==> src/rtl/bubblesort_pkg.sv <==
// Shared definitions for the bubble-sort sequencer and the compare-ALU bench:
// FSM state encoding and default block geometry.
package bubblesort_pkg;

  typedef enum logic [1:0] {
    ST_LOAD  = 2'd0,
    ST_CMP   = 2'd1,
    ST_SWAP  = 2'd2,
    ST_DRAIN = 2'd3
  } state_e;

  localparam int DEF_WIDTH = 16;
  localparam int DEF_DEPTH = 8;

endpackage

==> src/rtl/sort_regfile.sv <==
// DEPTH x WIDTH register array for the bubble sorter.
// One write port (block load), two asynchronous read ports, and an atomic
// swap of the adjacent pair (swap_idx, swap_idx+1). Contents are not reset.
module sort_regfile #(
  parameter int WIDTH = 16,
  parameter int DEPTH = 8,
  parameter int IDX_W = $clog2(DEPTH)
) (
  input  logic             clk,
  input  logic             we_i,
  input  logic [IDX_W-1:0] waddr_i,
  input  logic [WIDTH-1:0] wdata_i,
  input  logic             swap_i,
  input  logic [IDX_W-1:0] swap_idx_i,
  input  logic [IDX_W-1:0] ra_addr_i,
  output logic [WIDTH-1:0] ra_data_o,
  input  logic [IDX_W-1:0] rb_addr_i,
  output logic [WIDTH-1:0] rb_data_o
);

  logic [WIDTH-1:0] mem_q [DEPTH];
  logic [IDX_W-1:0] swap_nxt;

  assign swap_nxt  = swap_idx_i + IDX_W'(1);
  assign ra_data_o = mem_q[ra_addr_i];
  assign rb_data_o = mem_q[rb_addr_i];

  // Load writes one word; swap exchanges the adjacent pair in a single edge.
  always_ff @(posedge clk) begin
    if (we_i) begin
      mem_q[waddr_i] <= wdata_i;
    end else if (swap_i) begin
      mem_q[swap_idx_i] <= mem_q[swap_nxt];
      mem_q[swap_nxt]   <= mem_q[swap_idx_i];
    end
  end

endmodule

==> src/rtl/bubble_sort_ctrl.sv <==
// Bubble-sort sequencer feeding an external combinational 16-bit compare ALU.
// Loads a DEPTH-word block, sorts it ascending (unsigned) by driving the ALU
// with mem[j+1]/mem[j] and swapping on alu_lt, then streams the sorted block.
//
// Handshakes: a word moves on a stream only in a cycle where valid and ready
// are both high at the rising edge; valid never depends on ready, and
// out_valid/out_data hold steady while out_ready is low.
//
// Optional build macro SORT_EARLY_EXIT_EN: track whether a pass swapped and
// go straight to DRAIN after a pass with no swap. Ports are identical either way.
module bubble_sort_ctrl
  import bubblesort_pkg::*;
#(
  parameter int WIDTH = DEF_WIDTH,
  parameter int DEPTH = DEF_DEPTH
) (
  input  logic             clk,
  input  logic             rst,
  input  logic             in_valid,
  output logic             in_ready,
  input  logic [WIDTH-1:0] in_data,
  output logic [WIDTH-1:0] alu_op1,
  output logic [WIDTH-1:0] alu_op2,
  output logic             alu_operation,
  input  logic             alu_lt,
  output logic             out_valid,
  input  logic             out_ready,
  output logic [WIDTH-1:0] out_data,
  output logic             out_last,
  output logic             busy
);

  localparam int IDX_W = $clog2(DEPTH);
  localparam logic [IDX_W-1:0] LAST_IDX  = IDX_W'(DEPTH - 1);
  localparam logic [IDX_W-1:0] LAST_PASS = IDX_W'(DEPTH - 2);

  state_e           state_q, state_d;
  logic [IDX_W-1:0] wr_idx_q, wr_idx_d;
  logic [IDX_W-1:0] rd_idx_q, rd_idx_d;
  logic [IDX_W-1:0] j_q, j_d;
  logic [IDX_W-1:0] pass_q, pass_d;
  logic [IDX_W-1:0] j_nxt;
  logic [IDX_W-1:0] ra_addr;
  logic [WIDTH-1:0] ra_data, rb_data;
  logic             rf_we, rf_swap;
  logic             advance;
  logic             pass_end, last_pass, early_exit;

`ifdef SORT_EARLY_EXIT_EN
  logic swapped_q, swapped_d;
  // A pass may end early only when it is finishing on a CMP with no swap seen.
  assign early_exit = (state_q == ST_CMP) && !swapped_q;
`else
  assign early_exit = 1'b0;
`endif

  assign j_nxt     = j_q + IDX_W'(1);
  assign pass_end  = (j_q == (LAST_PASS - pass_q));
  assign last_pass = (pass_q == LAST_PASS);

  // During DRAIN read port A walks the output index; otherwise it sits on mem[j].
  assign ra_addr = (state_q == ST_DRAIN) ? rd_idx_q : j_q;

  sort_regfile #(
    .WIDTH (WIDTH),
    .DEPTH (DEPTH),
    .IDX_W (IDX_W)
  ) u_regfile (
    .clk        (clk),
    .we_i       (rf_we),
    .waddr_i    (wr_idx_q),
    .wdata_i    (in_data),
    .swap_i     (rf_swap),
    .swap_idx_i (j_q),
    .ra_addr_i  (ra_addr),
    .ra_data_o  (ra_data),
    .rb_addr_i  (j_nxt),
    .rb_data_o  (rb_data)
  );

  // Moore outputs decoded from the registered state; operands are zero outside CMP.
  assign in_ready      = (state_q == ST_LOAD);
  assign alu_operation = (state_q == ST_CMP);
  assign alu_op1       = (state_q == ST_CMP) ? rb_data : '0;
  assign alu_op2       = (state_q == ST_CMP) ? ra_data : '0;
  assign busy          = (state_q == ST_CMP) || (state_q == ST_SWAP);
  assign out_valid     = (state_q == ST_DRAIN);
  assign out_data      = (state_q == ST_DRAIN) ? ra_data : '0;
  assign out_last      = (state_q == ST_DRAIN) && (rd_idx_q == LAST_IDX);

  // State and counter registers; reset aborts any block in flight.
  always_ff @(posedge clk) begin
    if (rst) begin
      state_q   <= ST_LOAD;
      wr_idx_q  <= '0;
      rd_idx_q  <= '0;
      j_q       <= '0;
      pass_q    <= '0;
`ifdef SORT_EARLY_EXIT_EN
      swapped_q <= 1'b0;
`endif
    end else begin
      state_q   <= state_d;
      wr_idx_q  <= wr_idx_d;
      rd_idx_q  <= rd_idx_d;
      j_q       <= j_d;
      pass_q    <= pass_d;
`ifdef SORT_EARLY_EXIT_EN
      swapped_q <= swapped_d;
`endif
    end
  end

  // Next-state, counter and regfile-control logic.
  always_comb begin
    state_d   = state_q;
    wr_idx_d  = wr_idx_q;
    rd_idx_d  = rd_idx_q;
    j_d       = j_q;
    pass_d    = pass_q;
    rf_we     = 1'b0;
    rf_swap   = 1'b0;
    advance   = 1'b0;
`ifdef SORT_EARLY_EXIT_EN
    swapped_d = swapped_q;
`endif

    case (state_q)
      ST_LOAD: begin
        if (in_valid) begin
          rf_we = 1'b1;
          if (wr_idx_q == LAST_IDX) begin
            wr_idx_d  = '0;
            j_d       = '0;
            pass_d    = '0;
`ifdef SORT_EARLY_EXIT_EN
            swapped_d = 1'b0;
`endif
            state_d   = ST_CMP;
          end else begin
            wr_idx_d = wr_idx_q + IDX_W'(1);
          end
        end
      end
      ST_CMP: begin
        // Strict less-than: equal words stay in place, keeping the sort stable.
        if (alu_lt) begin
          state_d = ST_SWAP;
        end else begin
          advance = 1'b1;
        end
      end
      ST_SWAP: begin
        rf_swap   = 1'b1;
        advance   = 1'b1;
`ifdef SORT_EARLY_EXIT_EN
        swapped_d = 1'b1;
`endif
      end
      ST_DRAIN: begin
        if (out_ready) begin
          if (rd_idx_q == LAST_IDX) begin
            rd_idx_d = '0;
            state_d  = ST_LOAD;
          end else begin
            rd_idx_d = rd_idx_q + IDX_W'(1);
          end
        end
      end
      default: state_d = ST_LOAD;
    endcase

    // Step to the next compare, the next pass, or out to DRAIN.
    if (advance) begin
      if (pass_end) begin
        j_d = '0;
`ifdef SORT_EARLY_EXIT_EN
        swapped_d = 1'b0;
`endif
        if (last_pass || early_exit) begin
          pass_d  = '0;
          state_d = ST_DRAIN;
        end else begin
          pass_d  = pass_q + IDX_W'(1);
          state_d = ST_CMP;
        end
      end else begin
        j_d     = j_nxt;
        state_d = ST_CMP;
      end
    end
  end

endmodule

==> config.mk <==
export PLATFORM = sky130hd
export DESIGN_NAME = bubble_sort_ctrl
export DESIGN_NICKNAME = d
export VERILOG_FILES = /design/src/rtl/bubblesort_pkg.sv /design/src/rtl/sort_regfile.sv /design/src/rtl/bubble_sort_ctrl.sv
export SDC_FILE = /design/constraint.sdc
export NUM_CORES = 1
export LEC_CHECK = 0
export ABC_AREA = 1
export CAP_MARGIN = 20
export CELL_PAD_IN_SITES_DETAIL_PLACEMENT = 1
export CELL_PAD_IN_SITES_GLOBAL_PLACEMENT = 1
export CORE_ASPECT_RATIO = 1.5
export CORE_MARGIN = 2
export CORE_UTILIZATION = 40
export DETAILED_ROUTE_END_ITERATION = 8
export GPL_ROUTABILITY_DRIVEN = 1
export PLACE_DENSITY = 0.84
export SYNTH_ARGS = -nofsm -noshare
export SYNTH_HDL_FRONTEND = slang
export SYNTH_SLANG_ARGS = --single-unit
==> constraint.sdc <==
create_clock -name clk -period 3.21 [get_ports clk]
set_input_delay 0.642 -clock clk [delete_from_list [all_inputs] [get_ports clk]]
set_output_delay 0.642 -clock clk [all_outputs]
set_load 0.005 [all_outputs]
==> key figures, run 1 <==
Setup path
  – Crit. End Element: output pin
  – Worst EP arrival: 2.63 ns
  – CP Cell Sequence: buf_4, bufbuf_16, o21ai_0, nand2_1, nand2_1, nand2_1, a21oi_2, clkdlybuf4s50_1
  – Worst setup SP type: flop
  – CP peak stage delay: 0.54 ns
  – Cell repeated most along the worst path: nand2_1
  – Crit-path slowest cell: clkdlybuf4s50_1
  – Req. time, crit path: 2.57 ns
  – Worst Path Max Fanout: 18
  – Crit path kind: flop to output pin

Clock network
  – Worst-case clock buffer depth: 2
  – CTS tree: yes
  – Root Buffer: clkbuf_16
  – Cts bufs inserted: 17
  – Worst-path clk slew: 0.06 ns
  – Post-cts hold buffer count: 0
  – Clk_lat worst skew: 0.46 ns
  – Clock sink count: 145
  – # H-tree levels: 4

Timing
  – Slew headroom: 42.6%
  – Skew final: 0.00971 ns
  – Final setup viols: 1
  – Period utilization: 102%
  – Final max-slew violation count: 0
  – Setup ws final: -0.0607 ns
  – Setup_tns: -0.0607 ns
  – Final hold vios: 0
  – Crit path time final: 3.27 ns
  – Slew @ Worst Pin: 0.860 ns
  – Fmax: 0.306 GHz

Place
  – Placed cell area: 12400 um2
  – Gp weighted congestion: 0.897
  – Port Buffers: 73
  – DP HPWL: 30600 um

Final layout
  – Number of fill cells: 3559
  – Final core occ: 49.1%
  – Commonest non-fill, non-tap cell in the layout: nand2_1
  – Multi-input logic area: 6300 um2
  – N_diodes: 0
  – Final #Nets: 1762
  – Storage cell area: 4200 um2
  – Area growth syn-to-layout: 20.8%
  – Share of cells above drive strength 1: 12.2%
  – Fin area: 13700 um2
  – Commonest non-fill, non-tap cells in the layout: nand2_1 (615), nand3_1 (338), edfxtp_1 (128)

Drt
  – First DRT Iteration DRCs: 1249
  – Wirelength, routed: 52500 um
  – Remaining DRCs: 0
  – Via density per instance: 6.32
  – TritonRoute pass-1 iters: 6
  – Wire per inst: 25.2 um
  – Vias: 13200
  – Post-route ant nets: 0

Yosys
  – Post-synth cell types: 30
  – FF+latch count, synth: 145
  – Post-Syn Area: 11400 um2
  – Sequential share of the synthesized area: 36.8%
  – YS warnings: 0
  – Post-synthesis net count: 1705
  – Synth Instances: 1669
  – Avg Inst Size Synth: 6.81 um2

Power
  – Maximum VDD drop: 369 uV
  – Leak: 6.38 nW
  – Power density cells: 515 nW/um2

Run status
  – Outcome: finished, violations left
  – Failing checks: negative setup slack

Floorplan
  – Num ports: 74
  – Rows: 75
  – Initial Utilization: 40.6%
  – Core ar.: 28000 um2
  – Die area: 29800 um2
  – Die width: 142 um
  – Die height: 210 um

Global route
  – Largest net degree at the start of global routing: 59
  – First-pass GRT wire length: 76400 um
  – Initial antenna violation count: 0
  – Total grt overflow: 0
  – Overall routing resource usage: 33.9%
  – Vias in the first global route: 13600

Flow run
  – Max Cap Viol: 0

Min path
  – Hold crit path type: flop to flop
layer usage:
layer | vias up | track usage, % | wire, um
li1 | 5701 | - | -
met1 | 6352 | 37.4 | 18200
met2 | 807 | 58.7 | 25100
met3 | 308 | 5.57 | 4660
met4 | 0 | 24.1 | 4560
met5 | - | 0 | 0
Yosys cell counts:
master,number,area (um2)
a21oi_1,61,305
buf_1,20,75.1
buf_12,1,20.0
buf_2,29,145
buf_4,20,150
buf_6,11,124
clkbuf_1,29,109
dfxtp_1,17,340
edfxtp_1,128,3840
ha_1,15,188
inv_1,77,289
inv_2,12,45.0
inv_4,4,25.0
nand2_1,619,2320
nand2_2,12,75.1
nand2_4,7,78.8
nand3_1,338,1690
nand3_2,23,230
nand4_1,3,18.8
nor2_1,66,248
nor2_2,1,6.26
nor2_4,6,67.6
nor3_1,2,10.0
o211ai_1,32,240
o21ai_0,114,571
o21ai_2,2,17.5
o22ai_1,1,6.26
or2_2,17,106
or2_4,1,8.76
xnor2_1,1,8.76
repair_timing:
item                                    CTS  global route
setup buffers                             7             5
gates cloned                              6             7
pin swaps                                 3             2
resized for setup                        31            47
endpoints found under the setup margin   44            38
cell type report:
cell class	count	area share, %
Multi-Input combinational cell	1321	45.9
Sequential cell	145	30.6
Timing Repair Buffer	148	13.0
Tap cell	346	3.15
Clock buffer	18	3.13
Inverter	93	2.76
Clock inverter	14	1.41
where the power goes:
part	total, W	internal, W	switching (W)
combinational	0.00228	0.000731	0.00155
clock	0.00220	0.00136	0.000844
sequential	0.00259	0.00243	0.000159
path summary, 6_finish.rpt:
check / from / to / slack, ns / cells past startpoint
worst max-delay path: j_q[0]$_SDFFE_PP0P_ / alu_op1[3] / -0.06 / 8
worst min-delay path: wr_idx_q[2]$_SDFFE_PP0P_ / wr_idx_q[2]$_SDFFE_PP0P_ / 0.48 / 2
worst max register to register: state_q[0]$_SDFFE_PP0P_ / u_regfile.mem_q[5][13]$_DFFE_PP_ / 0.38 / 10
worst min register to register: wr_idx_q[2]$_SDFFE_PP0P_ / wr_idx_q[2]$_SDFFE_PP0P_ / 0.48 / 2
cells by family after synthesis:
kind of cell    Yosys count  synth area share [%]
buf+inv                 203                  8.64
fa+ha+maj                15                  1.65
flops                   145                  36.8
xor+xnor                  1                0.0771
simple gates           1095                  42.8
compound gates          210                  10.0
state kept, by name (all words and copies together) (netlist names), named ones only:
name and flops:
pass_q 3, rd_idx_q 3, state_q 2, wr_idx_q 3, u_regfile.mem_q 128, j_q 3
stage by stage:
step	total power [W]	instances	hold slack, ns	setup slack [ns]
global route	0.00735	2085	0.511	-0.0579
finish	0.00708	2085	0.482	-0.0607
CTS	0.00696	2073	0.484	-0.0283
detailed placement	0.00474	2028	0.476	0.0976
floorplan	0.00392	1669	0.443	0.224
global placement	0.00464	2028	0.457	0.180
worst max-delay path, delay by kind of cell (launching register included):
family	cells	cell delay, ns
DFF	1	0.38
AOI/OAI and AO/OA	2	0.51
buffers and inverters	3	1.00
and+or+nand+nor	3	0.29
(Power assumes the default switching activity.)
==> run 2, diff against run 1 <==
Settings changed: CORE_UTILIZATION 40 to 47, PLACE_DENSITY 0.84 to 0.93, SLEW_MARGIN set to 10.
Clock period 3.21 ns to 3.94 ns, I/O delays scaled along.
==> run 2 against run 1 <==
  * The run now ends clean
  * Register-to-register slack gained 0.36 ns
  * First-iteration DRC count grew 30%
  * Clock skew is 0.0018 ns higher
  * Utilization grew 5.1 points
  * Worst hold slack better by 0.055 ns
  * Critical path depth down 1
  * Non-clock buffer count decreased by 40
  * Wire length is 5.6% lower
  * Flip-flop and latch count stayed put
==> key figures, run 2 (same netlist as run 1, synthesis figures left out) <==
Run status
  – Outcome: finished, final reports clean

Final layout
  – Storage cell area: 4190 um2 (-0.24%)
  – Area growth syn-to-layout: 13.2%
  – Final #Nets: 1722 (-2.3%)
  – Multi-input logic area: 6250 um2 (-0.83%)
  – Commonest non-fill, non-tap cell in the layout: nand2_1
  – Share of cells above drive strength 1: 9.42% (-2.8 points)
  – Largest Register: u_regfile.mem_q
  – N_diodes: 0 (unchanged)
  – Number of fill cells: 3119 (-12%)
  – Max reg flops: 128 (unchanged)
  – Fin area: 12900 um2 (-6.3%)
  – Commonest non-fill, non-tap cells in the layout: nand2_1 (618), nand3_1 (338), edfxtp_1 (128)

Setup path
  – Reg-to-reg startpoint: state_q[0]$_SDFFE_PP0P_
  – Crit path kind: flop to output pin
  – Number of buffers and inverters on the critical path: 2 (-1)
  – Crit-path slowest cell: clkdlybuf4s50_1
  – Worst EP arrival: 3.04 ns (+0.41 ns)
  – CP Cell Sequence: ha_1, or2_4, nand2_4, inv_2, nand2_1, a21oi_1, clkdlybuf4s50_1
  – Req. time, crit path: 3.15 ns (+0.58 ns)
  – Worst setup SP type: flop
  – Crit. End Element: output pin
  – R2R cell count: 8 (-2)
  – Reg2Reg Setup Slack: 0.74 ns (+0.36 ns)
  – Worst Path Max Fanout: 16 (-2)
  – Crit path max-delay family: buffers and inverters
  – CP peak stage delay: 0.58 ns (+0.04 ns)
  – Reg-to-Reg End: u_regfile.mem_q[2][1]$_DFFE_PP_

Place
  – Placed cell area: 12200 um2 (-1.8%)
  – Port Buffers: 73 (unchanged)
  – DP HPWL: 30400 um (-0.72%)
  – Gp weighted congestion: 0.888 (-0.98%)
  – Setup WS pre-CTS: 0.398 ns (+0.300 ns)

Min path
  – HP Start: pass_q[1]$_SDFF_PP0_
  – Hold crit path type: flop to flop
  – Hold depth: 2 (unchanged)
  – WHS Endpoint: pass_q[1]$_SDFF_PP0_

Global route
  – Overall routing resource usage: 39.6% (+5.7 points)
  – Largest net degree at the start of global routing: 72 (+22%)
  – Total grt overflow: 0 (unchanged)
  – Vias in the first global route: 13800 (+1.1%)
  – Initial antenna violation count: 0 (unchanged)
  – First-pass GRT wire length: 75800 um (-0.78%)

Timing
  – Final max-slew violation count: 0 (unchanged)
  – Slew @ Worst Pin: 0.952 ns (+0.0926 ns)
  – Crit path time final: 3.82 ns
  – RSZ-0062 raised after global routing: false
  – Setup_tns: 0 ns (+0.0607 ns)
  – Slew headroom: 36.4% (-6.2 points)
  – Final hold vios: 0 (unchanged)
  – Setup ws final: 0.117 ns (+0.178 ns)
  – Period utilization: 97.0%
  – Fmax: 0.262 GHz
  – Final setup viols: 0 (-1)
  – Skew final: 0.0116 ns (+0.00185 ns)

Drt
  – Post-route ant nets: 0 (unchanged)
  – Wirelength, routed: 49600 um (-5.6%)
  – Vias: 13100 (-0.37%)
  – TritonRoute pass-1 iters: 5 (-1)
  – Via density per instance: 6.50 (+3.0%)
  – Wire per inst: 24.6 um (-2.5%)
  – Remaining DRCs: 0 (unchanged)
  – First DRT Iteration DRCs: 1621 (+30%)

Clock network
  – Root Buffer: clkbuf_16
  – Number of setup buffers added after CTS: 0 (-7)
  – Cts bufs inserted: 17 (unchanged)
  – Worst-path clk slew: 0.06 ns (about the same)
  – CTS tree: yes
  – Clk_lat worst skew: 0.46 ns (about the same)
  – Worst-case clock buffer depth: 2 (unchanged)
  – Clock sink count: 145 (unchanged)
  – # H-tree levels: 4 (unchanged)

Floorplan
  – Num ports: 74 (unchanged)
  – Initial Utilization: 47.9% (+7.2 points)
  – Die area: 25500 um2 (-15%)
  – Die height: 194 um (-7.6%)
  – Die width: 131 um (-7.5%)
  – Core ar.: 23700 um2 (-15%)
  – Rows: 69 (-8.0%)

Power
  – Power density cells: 446 nW/um2 (-13%)
  – Leak: 5.46 nW (-14%)
  – Maximum VDD drop: 272 uV (-26%)

Flow run
  – Max Cap Viol: 0 (unchanged)
run 2: how the worst max path moves through the flow:
stage,start,to,cells after the start
3_5_place_dp,state_q[0]$_SDFFE_PP0P_,alu_op2[5],13
3_3_place_gp,state_q[0]$_SDFFE_PP0P_,alu_op2[4],10
6_report,j_q[1]$_SDFFE_PP0P_,alu_op1[4],7
5_1_grt,state_q[0]$_SDFFE_PP0P_,out_data[5],13
2_1_floorplan,state_q[0]$_SDFFE_PP0P_,u_regfile.mem_q[4][0]$_DFFE_PP_,7
4_1_cts,state_q[0]$_SDFFE_PP0P_,alu_op2[5],13
run 2: layout make-up:
| type | count | area share, % |
|---|---|---|
| clock inverters | 12 | 1.48 |
| flip-flops and latches | 145 | 32.6 |
| multi-input cells | 1321 | 48.6 |
| repair buffers | 108 | 8.10 |
| inverters | 93 | 2.81 |
| clock buffers | 19 | 3.36 |
| well taps | 319 | 3.10 |
run 2: repair_timing:
item,in CTS,in global routing
setup endpoints to repair,19,32
resized for setup,1,6
hold buffers,0,0
endpoints found under the hold margin,0,0
run 2: metrics by stage:
stage	cells	power (W)	utilization, %	hold slack, ns
final	2017	0.00574	54.2	0.537
after global routing	2017	0.00593	54.2	0.558
after CTS	2017	0.00565	54.1	0.530
after detailed placement	1986	0.00386	51.5	0.520
after global placement	1986	0.00374	51.5	0.465
after floorplan	1669	0.00319	-	0.443
run 2: power breakdown:
group          internal (W)  leakage [nW]  switching [W]
clock network       0.00111         0.296       0.000707
registers           0.00198          1.30       0.000142
logic              0.000557          3.86        0.00125
run 2: worst reg2reg max path: cells and delay by family (launching register included):
| kind | cells | cell delay (ns) |
|---|---|---|
| buffers and inverters | 4 | 1.10 |
| AOI/OAI and AO/OA | 2 | 0.77 |
| adders and majority gates | 1 | 0.51 |
| DFF | 1 | 0.39 |
| and+or+nand+nor | 1 | 0.10 |
run 2: metal layers:
metal  wire [um]  GRT usage (%)  vias up
met4        4520           30.9        0
met3        5320           10.0      360
met5           0              0        -
met2       23300           62.9      941
met1       16400           44.3     6197
li1            -              -     5621
